--- src/rtl/dot_pkg.sv ---
// Shared types and constants for the dot-product sequencer.
package dot_pkg;

  typedef enum logic [2:0] {
    ST_IDLE,
    ST_RD_A,
    ST_WAIT_A,
    ST_RD_B,
    ST_WAIT_B,
    ST_MAC,
    ST_WR,
    ST_FIN
  } dot_state_t;

  localparam int unsigned STS_BUSY = 0;
  localparam int unsigned STS_DONE = 1;
  localparam int unsigned STS_ERR  = 2;
  localparam int unsigned STS_OVF  = 3;

  localparam int unsigned DOT_DATA_WIDTH = 32;
  localparam int unsigned BYTES_PER_ELEM = DOT_DATA_WIDTH / 8;

endpackage

--- src/rtl/dot_product_ctrl_mac.sv ---
// Registered signed multiply-accumulate; the sum is visible the cycle after i_en.
module dot_mac #(
  parameter int unsigned DATA_WIDTH = 32,
  parameter int unsigned ACC_WIDTH  = 64
) (
  input  logic                  clk,
  input  logic                  rst_n,
  input  logic                  i_clr,
  input  logic                  i_en,
  input  logic [DATA_WIDTH-1:0] i_a,
  input  logic [DATA_WIDTH-1:0] i_b,
  output logic [ACC_WIDTH-1:0]  o_acc
);

  localparam int unsigned PW = 2 * DATA_WIDTH;

  logic signed [PW-1:0]  w_a_ext;
  logic signed [PW-1:0]  w_b_ext;
  logic signed [PW-1:0]  w_prod;
  logic [ACC_WIDTH-1:0]  r_acc;

  // Operands widened first so the full signed product is kept.
  assign w_a_ext = PW'($signed(i_a));
  assign w_b_ext = PW'($signed(i_b));
  assign w_prod  = w_a_ext * w_b_ext;

  always_ff @(posedge clk or negedge rst_n) begin
    if (!rst_n)      r_acc <= '0;
    else if (i_clr)  r_acc <= '0;
    else if (i_en)   r_acc <= r_acc + ACC_WIDTH'(w_prod);
  end

  assign o_acc = r_acc;

endmodule

--- src/rtl/dot_product_ctrl.sv ---
// Dot-product sequencer: fetch A[i]/B[i], accumulate, write result, report status.
// Optional cycle counter on perf_cycles when DOT_PERF_CNT_EN is defined.
module dot_product_ctrl
  import dot_pkg::*;
#(
  parameter int unsigned ADDR_WIDTH = 32,
  parameter int unsigned DATA_WIDTH = 32,
  parameter int unsigned ACC_WIDTH  = 64,
  parameter int unsigned MAX_LEN    = 65536
) (
  input  logic                  ACLK,
  input  logic                  ARESETN,
  input  logic                  cfg_start,
  input  logic                  cfg_abort,
  input  logic [ADDR_WIDTH-1:0] cfg_a_base,
  input  logic [ADDR_WIDTH-1:0] cfg_b_base,
  input  logic [31:0]           cfg_len,
  input  logic [ADDR_WIDTH-1:0] cfg_out_addr,
  output logic                  mem_rd_req,
  output logic [ADDR_WIDTH-1:0] mem_rd_addr,
  input  logic                  mem_rd_gnt,
  input  logic                  mem_rd_valid,
  input  logic [DATA_WIDTH-1:0] mem_rd_data,
  output logic                  mem_wr_req,
  output logic [ADDR_WIDTH-1:0] mem_wr_addr,
  output logic [DATA_WIDTH-1:0] mem_wr_data,
  input  logic                  mem_wr_gnt,
  output logic [31:0]           sts_word,
  output logic                  irq,
  output logic [31:0]           perf_cycles
);

  // Package stride scaled to this instance's element width.
  localparam int unsigned ELEM_BYTES = BYTES_PER_ELEM * DATA_WIDTH / DOT_DATA_WIDTH;

  dot_state_t            r_state, w_state_nxt;
  logic [ADDR_WIDTH-1:0] r_a_base, r_b_base, r_out_addr, r_rd_addr;
  logic [31:0]           r_len, r_idx, w_idx_nxt;
  logic [DATA_WIDTH-1:0] r_a, r_b;
  logic                  r_busy, r_done, r_err, r_ovf, r_irq, r_pend, r_rd_req, r_wr_req;
  logic                  w_busy_nxt, w_done_nxt, w_err_nxt, w_ovf_nxt, w_irq_nxt, w_pend_nxt;
  logic                  w_rd_req_nxt, w_wr_req_nxt, w_start_acc, w_cap_a, w_cap_b;
  logic                  w_mac_en, w_mac_clr, w_fin_enter, w_abort_exit, w_len_bad, w_acc_ovf;
  logic [ADDR_WIDTH-1:0] w_rd_base, w_rd_addr_nxt;
  logic [ACC_WIDTH-1:0]  w_acc;

  dot_mac #(.DATA_WIDTH(DATA_WIDTH), .ACC_WIDTH(ACC_WIDTH)) u_mac (
    .clk   (ACLK),
    .rst_n (ARESETN),
    .i_clr (w_mac_clr),
    .i_en  (w_mac_en),
    .i_a   (r_a),
    .i_b   (r_b),
    .o_acc (w_acc)
  );

  assign w_len_bad = (cfg_len == 32'd0) || (cfg_len > MAX_LEN);
  // Result fits in DATA_WIDTH only if all bits above the sign bit match it.
  assign w_acc_ovf = (w_acc[ACC_WIDTH-1:DATA_WIDTH-1] != '0) &&
                     (w_acc[ACC_WIDTH-1:DATA_WIDTH-1] != '1);
  assign w_rd_addr_nxt = w_rd_base + ADDR_WIDTH'(w_idx_nxt) * ADDR_WIDTH'(ELEM_BYTES);

  always_comb begin
    w_state_nxt  = r_state;
    w_idx_nxt    = r_idx;
    w_busy_nxt   = r_busy;
    w_done_nxt   = r_done;
    w_err_nxt    = r_err;
    w_ovf_nxt    = r_ovf;
    w_pend_nxt   = r_pend;
    w_irq_nxt    = 1'b0;
    w_rd_req_nxt = 1'b0;
    w_wr_req_nxt = 1'b0;
    w_rd_base    = r_a_base;
    w_start_acc  = 1'b0;
    w_cap_a      = 1'b0;
    w_cap_b      = 1'b0;
    w_mac_en     = 1'b0;
    w_mac_clr    = 1'b0;
    w_fin_enter  = 1'b0;
    w_abort_exit = 1'b0;
    unique case (r_state)
      ST_IDLE: if (cfg_start) begin
        w_start_acc = 1'b1;
        w_mac_clr   = 1'b1;
        w_idx_nxt   = '0;
        w_done_nxt  = 1'b0;
        w_err_nxt   = 1'b0;
        w_ovf_nxt   = 1'b0;
        w_pend_nxt  = 1'b0;
        if (w_len_bad) begin
          w_err_nxt   = 1'b1;
          w_fin_enter = 1'b1;
        end else begin
          w_busy_nxt   = 1'b1;
          w_state_nxt  = ST_RD_A;
          w_rd_req_nxt = 1'b1;
          w_rd_base    = cfg_a_base;
        end
      end
      ST_RD_A: begin
        if (cfg_abort)       w_abort_exit = 1'b1;
        else if (mem_rd_gnt) w_state_nxt  = ST_WAIT_A;
        else                 w_rd_req_nxt = 1'b1;
      end
      ST_WAIT_A: begin
        if (mem_rd_valid) begin
          w_cap_a = 1'b1;
          if (r_pend || cfg_abort) w_abort_exit = 1'b1;
          else begin
            w_state_nxt  = ST_RD_B;
            w_rd_req_nxt = 1'b1;
            w_rd_base    = r_b_base;
          end
        end else if (cfg_abort) w_pend_nxt = 1'b1;
      end
      ST_RD_B: begin
        w_rd_base = r_b_base;
        if (cfg_abort)       w_abort_exit = 1'b1;
        else if (mem_rd_gnt) w_state_nxt  = ST_WAIT_B;
        else                 w_rd_req_nxt = 1'b1;
      end
      ST_WAIT_B: begin
        if (mem_rd_valid) begin
          w_cap_b = 1'b1;
          if (r_pend || cfg_abort) w_abort_exit = 1'b1;
          else                     w_state_nxt  = ST_MAC;
        end else if (cfg_abort) w_pend_nxt = 1'b1;
      end
      ST_MAC: begin
        if (cfg_abort) w_abort_exit = 1'b1;
        else begin
          w_mac_en  = 1'b1;
          w_idx_nxt = r_idx + 32'd1;
          if (r_idx == r_len - 32'd1) begin
            w_state_nxt  = ST_WR;
            w_wr_req_nxt = 1'b1;
          end else begin
            w_state_nxt  = ST_RD_A;
            w_rd_req_nxt = 1'b1;
          end
        end
      end
      ST_WR: begin
        if (cfg_abort) w_abort_exit = 1'b1;
        else begin
          w_ovf_nxt = w_acc_ovf;
          if (mem_wr_gnt) w_fin_enter  = 1'b1;
          else            w_wr_req_nxt = 1'b1;
        end
      end
      ST_FIN:  w_state_nxt = ST_IDLE;
      default: w_state_nxt = ST_IDLE;
    endcase
    if (w_fin_enter) begin
      w_state_nxt = ST_FIN;
      w_busy_nxt  = 1'b0;
      w_done_nxt  = 1'b1;
      w_irq_nxt   = 1'b1;
    end
    // Abort leaves an error with no completion and no further memory traffic.
    if (w_abort_exit) begin
      w_state_nxt  = ST_IDLE;
      w_busy_nxt   = 1'b0;
      w_err_nxt    = 1'b1;
      w_done_nxt   = 1'b0;
      w_pend_nxt   = 1'b0;
      w_rd_req_nxt = 1'b0;
      w_wr_req_nxt = 1'b0;
      w_mac_en     = 1'b0;
    end
  end

  always_ff @(posedge ACLK or negedge ARESETN) begin
    if (!ARESETN) begin
      r_state    <= ST_IDLE;
      r_idx      <= '0;
      r_len      <= '0;
      r_a_base   <= '0;
      r_b_base   <= '0;
      r_out_addr <= '0;
      r_a        <= '0;
      r_b        <= '0;
      r_busy     <= 1'b0;
      r_done     <= 1'b0;
      r_err      <= 1'b0;
      r_ovf      <= 1'b0;
      r_irq      <= 1'b0;
      r_pend     <= 1'b0;
      r_rd_req   <= 1'b0;
      r_rd_addr  <= '0;
      r_wr_req   <= 1'b0;
    end else begin
      r_state  <= w_state_nxt;
      r_idx    <= w_idx_nxt;
      r_busy   <= w_busy_nxt;
      r_done   <= w_done_nxt;
      r_err    <= w_err_nxt;
      r_ovf    <= w_ovf_nxt;
      r_irq    <= w_irq_nxt;
      r_pend   <= w_pend_nxt;
      r_rd_req <= w_rd_req_nxt;
      r_wr_req <= w_wr_req_nxt;
      if (w_rd_req_nxt) r_rd_addr <= w_rd_addr_nxt;
      if (w_cap_a)      r_a <= mem_rd_data;
      if (w_cap_b)      r_b <= mem_rd_data;
      if (w_start_acc) begin
        r_a_base   <= cfg_a_base;
        r_b_base   <= cfg_b_base;
        r_len      <= cfg_len;
        r_out_addr <= cfg_out_addr;
      end
    end
  end

  assign mem_rd_req  = r_rd_req;
  assign mem_rd_addr = r_rd_addr;
  assign mem_wr_req  = r_wr_req;
  assign mem_wr_addr = r_out_addr;
  assign mem_wr_data = w_acc[DATA_WIDTH-1:0];
  assign irq         = r_irq;

  always_comb begin
    sts_word           = '0;
    sts_word[STS_BUSY] = r_busy;
    sts_word[STS_DONE] = r_done;
    sts_word[STS_ERR]  = r_err;
    sts_word[STS_OVF]  = r_ovf;
  end

`ifdef DOT_PERF_CNT_EN
  logic [31:0] r_perf;

  always_ff @(posedge ACLK or negedge ARESETN) begin
    if (!ARESETN)         r_perf <= '0;
    else if (w_start_acc) r_perf <= '0;
    else if (r_busy)      r_perf <= r_perf + 32'd1;
  end

  assign perf_cycles = r_perf;
`else
  assign perf_cycles = '0;
`endif

endmodule

--- config.mk ---
export PLATFORM = sky130hd
export DESIGN_NAME = dot_product_ctrl
export DESIGN_NICKNAME = d
export VERILOG_FILES = /design/src/rtl/dot_pkg.sv /design/src/rtl/dot_product_ctrl_mac.sv /design/src/rtl/dot_product_ctrl.sv
export SDC_FILE = /design/constraint.sdc
export NUM_CORES = 2
export LEC_CHECK = 0
export ABC_AREA = 0
export CAP_MARGIN = 40
export CORE_ASPECT_RATIO = 0.9
export CORE_MARGIN = 2
export CORE_UTILIZATION = 31
export CTS_CLUSTER_SIZE = 8
export DETAILED_ROUTE_END_ITERATION = 10
export MAX_ROUTING_LAYER = met4
export PLACE_DENSITY = 0.55
export SLEW_MARGIN = 20
export SYNTH_ARGS = -nofsm -noshare
export SYNTH_HDL_FRONTEND = slang
export SYNTH_SLANG_ARGS = --single-unit
--- constraint.sdc ---
create_clock -name ACLK -period 10 [get_ports ACLK]
set_clock_uncertainty 0.1 [all_clocks]
set_input_delay 2 -clock ACLK [delete_from_list [all_inputs] [get_ports ACLK]]
set_output_delay 2 -clock ACLK [all_outputs]
set_load 0.05 [all_outputs]
==> reports/qor.yml <==
worst_setup_path:
  endpoint_kind: "flop"
  cp.required_ps: 10450
  crit_path_max_fanout: 19
  worstPathArrival_ps: 9380
  start_kind: "flop"
  crit_type: "flop to flop"
  ff2ff_path_depth: 25
sta:
  slew_violations: 0
  rsz0062_at_grt: "no"
  post-route-min-period_ps: 8930
  fmax_ghz: 0.112
  finalHoldViolations: 0
  tns_ps: 0
  tightest_slew_ps: 902
  period_share_pct: 89.3
  setup_violations: 0
  slew_headroom_pct: 39.9
  fin_ws_ps: 1070
clock_network:
  ctsRootBufferMaster: "clkbuf_16"
  path_clk_slew_ps: 60
  cts-resized-gates: 0
  cts-buffers-inserted: 52
  cts_buffer_depth: 3
  cts-hold-fix-buffers: 0
  cts_tree: "built"
  clock-sinks: 331
  cts_max_level: 2
  cts_setup_buffers: 0
  clk_latency_ps: 680
run_status:
  status: "complete, no violations"
floorplan:
  die_h_microns: 412
  die-area_sq_mm: 0.188
  die_w_microns: 457
  initial_utilization_pct: 31.3
  ioPinCount: 330
  coreArea_sq_mm: 0.183
  rows: 149
synth:
  synthDominantCellAreaShare_pct: 42.3
  yosysSeqAreaShare_pct: 14.4
  synth_area_sq_mm: 0.0573
  synth_cells: 6192
  synth_area_leaders: "fa_1 42%, dfrtp_1 14%, inv_1 8.5%"
  synth_area_leader_cell: "fa_1"
  synth_edf_count: 0
  yosysWarnings: 0
  ys.flop_type: "dfrtp_1"
  ys_ff_latch: 331
  synthArstFlopShare_pct: 100
  syn-mean-instance-area_sq_um: 9.26
  ys_types: 86
route:
  wl_per_cell_microns: 19.4
  route.met3.wl_mm: 11.1
  drt_iter0_markers: 2783
  wl_met2_mm: 76.5
  wl_met1_mm: 77.8
  drtAntennaViolNets: 0
  drt-total-wl_mm: 170
  viasPerCell: 4.71
  vias: 41300
  routed.top_layer: "met4"
  firstDrtPassIters: 6
  drc: 0
grt:
  grtUsageTotal_pct: 19.1
  grt_pass1_vias: 44400
  grt_antenna_before_repair: 10
  overflow: 0
  grt_start_max_net_pins: 152
  grt_pass1_wl_mm: 272
flow_run:
  drv_cap: 0
placement:
  port_buffers: 269
  place_ws_ps: 1150
  place.gp.congestion: 0.884
  dpl.hpwl_mm: 142
  dpl_cell_area_sq_mm: 0.0627
cells_and_area:
  areaGrowthSynthToFinish_pct: 12.3
  nets: 7947
  drive_gt1_share_pct: 5.06
  design_area_sq_mm: 0.0644
  n_fill_cell: 18800
hold_path:
  hold_path.class: "flop to flop"
  min_path_cells: 2
## sequential cells by signal (all words and copies together), names as in the netlist, 32 cells and up
| register | count |
|---|---|
| mem_rd_addr | 32 |
| r_a_base | 32 |
| r_b | 32 |
| r_len | 32 |
| r_idx | 32 |
| u_mac.o_acc | 64 |
| mem_wr_addr | 32 |
| r_b_base | 32 |
| r_a | 32 |
## area by class of cell
cell class,instances,area (sq um),area share [%]
antenna,6,15.0,0.0233
clock buffer,63,1370,2.13
clock inverter,11,211,0.328
inverter,1306,4900,7.61
multi-input combinational,4211,42500,66.0
sequential,331,8290,12.9
tap,2416,3020,4.69
timing repair buffer,418,4070,6.32
## worst max-delay path, cell delays in order, from the launching register on
cell       delay [ps]
dfrtp_1           830
buf_4             280
nand2_2           330
fa_1              620
fa_1              560
inv_1              50
fa_1              470
inv_1              60
fa_1              540
inv_1              60
fa_1              480
fa_1              530
fa_1              520
inv_1              70
fa_1              490
inv_1              40
ha_1              530
nand4_1           190
nor3_1            260
nand2_1           150
a31o_2            340
a2111oi_0         450
buf_4             200
o31ai_1           110
o21bai_1          170
mux2_2            340
## per-stage QoR
stage / utilization [%] / cells / hold slack [ps]
final: 35.1 / 8762 / 370
after CTS: 35.0 / 8747 / 374
after detailed placement: 34.2 / 8673 / 361
after global routing: 35.1 / 8762 / 389
after floorplan: - / 6251 / 345
after global placement: 34.0 / 8656 / 356
## final timing paths
| kind | endpoint | slack, ps | start |
|---|---|---|---|
| worst max-delay path | u_mac.o_acc[60] | 1070 | r_b[0] |
| worst min-delay path | mem_wr_addr[24] | 370 | mem_wr_addr[24] |
| worst max register to register | u_mac.o_acc[60] | 1070 | r_b[0] |
| worst min register to register | mem_wr_addr[24] | 370 | mem_wr_addr[24] |
| max in group asynchronous | mem_wr_addr[8] | 6830 | ARESETN |
| min in group asynchronous | r_a[6] | 1130 | ARESETN |
## logic make-up after synthesis
family	synth area share [%]
AO/OA/AOI/OAI	6.02
XOR/XNOR	2.00
adder cells (fa/ha/maj)	47.7
buffers and inverters	11.9
flip-flops	14.4
multiplexers	2.10
other	0.00654
AND/OR/NAND/NOR	15.8
## cells in the final DEF, fill, tap and decap left out, drive strengths merged, types with 127 or more instances in the layout
| master | synthesis | final |
|---|---|---|
| and2 | 466 | 466 |
| buf | 110 | 150 |
| clkdlybuf4s50 | 0 | 268 |
| dfrtp | 331 | 331 |
| fa | 1211 | 1211 |
| ha | 249 | 249 |
| inv | 1305 | 1305 |
| nand2 | 1066 | 1066 |
| nor2 | 127 | 127 |
| o21ai | 172 | 172 |
## cell usage after synthesis (16+ instances only)
cell type  count
nand4_1       45
o21ai_0      170
fa_1        1211
dfrtp_1      331
a31oi_1       20
a21o_1        43
nor3_1        31
mux2_2        69
nand2b_1      25
nand3_1       29
a21oi_1       97
o211ai_1      17
buf_4         96
and3_1        24
o31ai_1       17
nor4_1        36
o21bai_1      19
nand2_1     1066
and2_1       465
a222oi_1      32
xor2_1        51
ha_1         249
xnor2_1       80
mux2_1        28
nor2_1       126
clkbuf_1     293
or3_1         16
inv_1       1305
## per-layer routing
metal | vias up | track usage (%)
met4 | 0 | 4.66
met5 | - | -
met2 | 1230 | 29.0
li1 | 18700 | -
met1 | 21200 | 26.6
met3 | 178 | 3.26
Power is not shown: default switching activity piles up to over one toggle a cycle in this logic, so the estimate is an artifact.
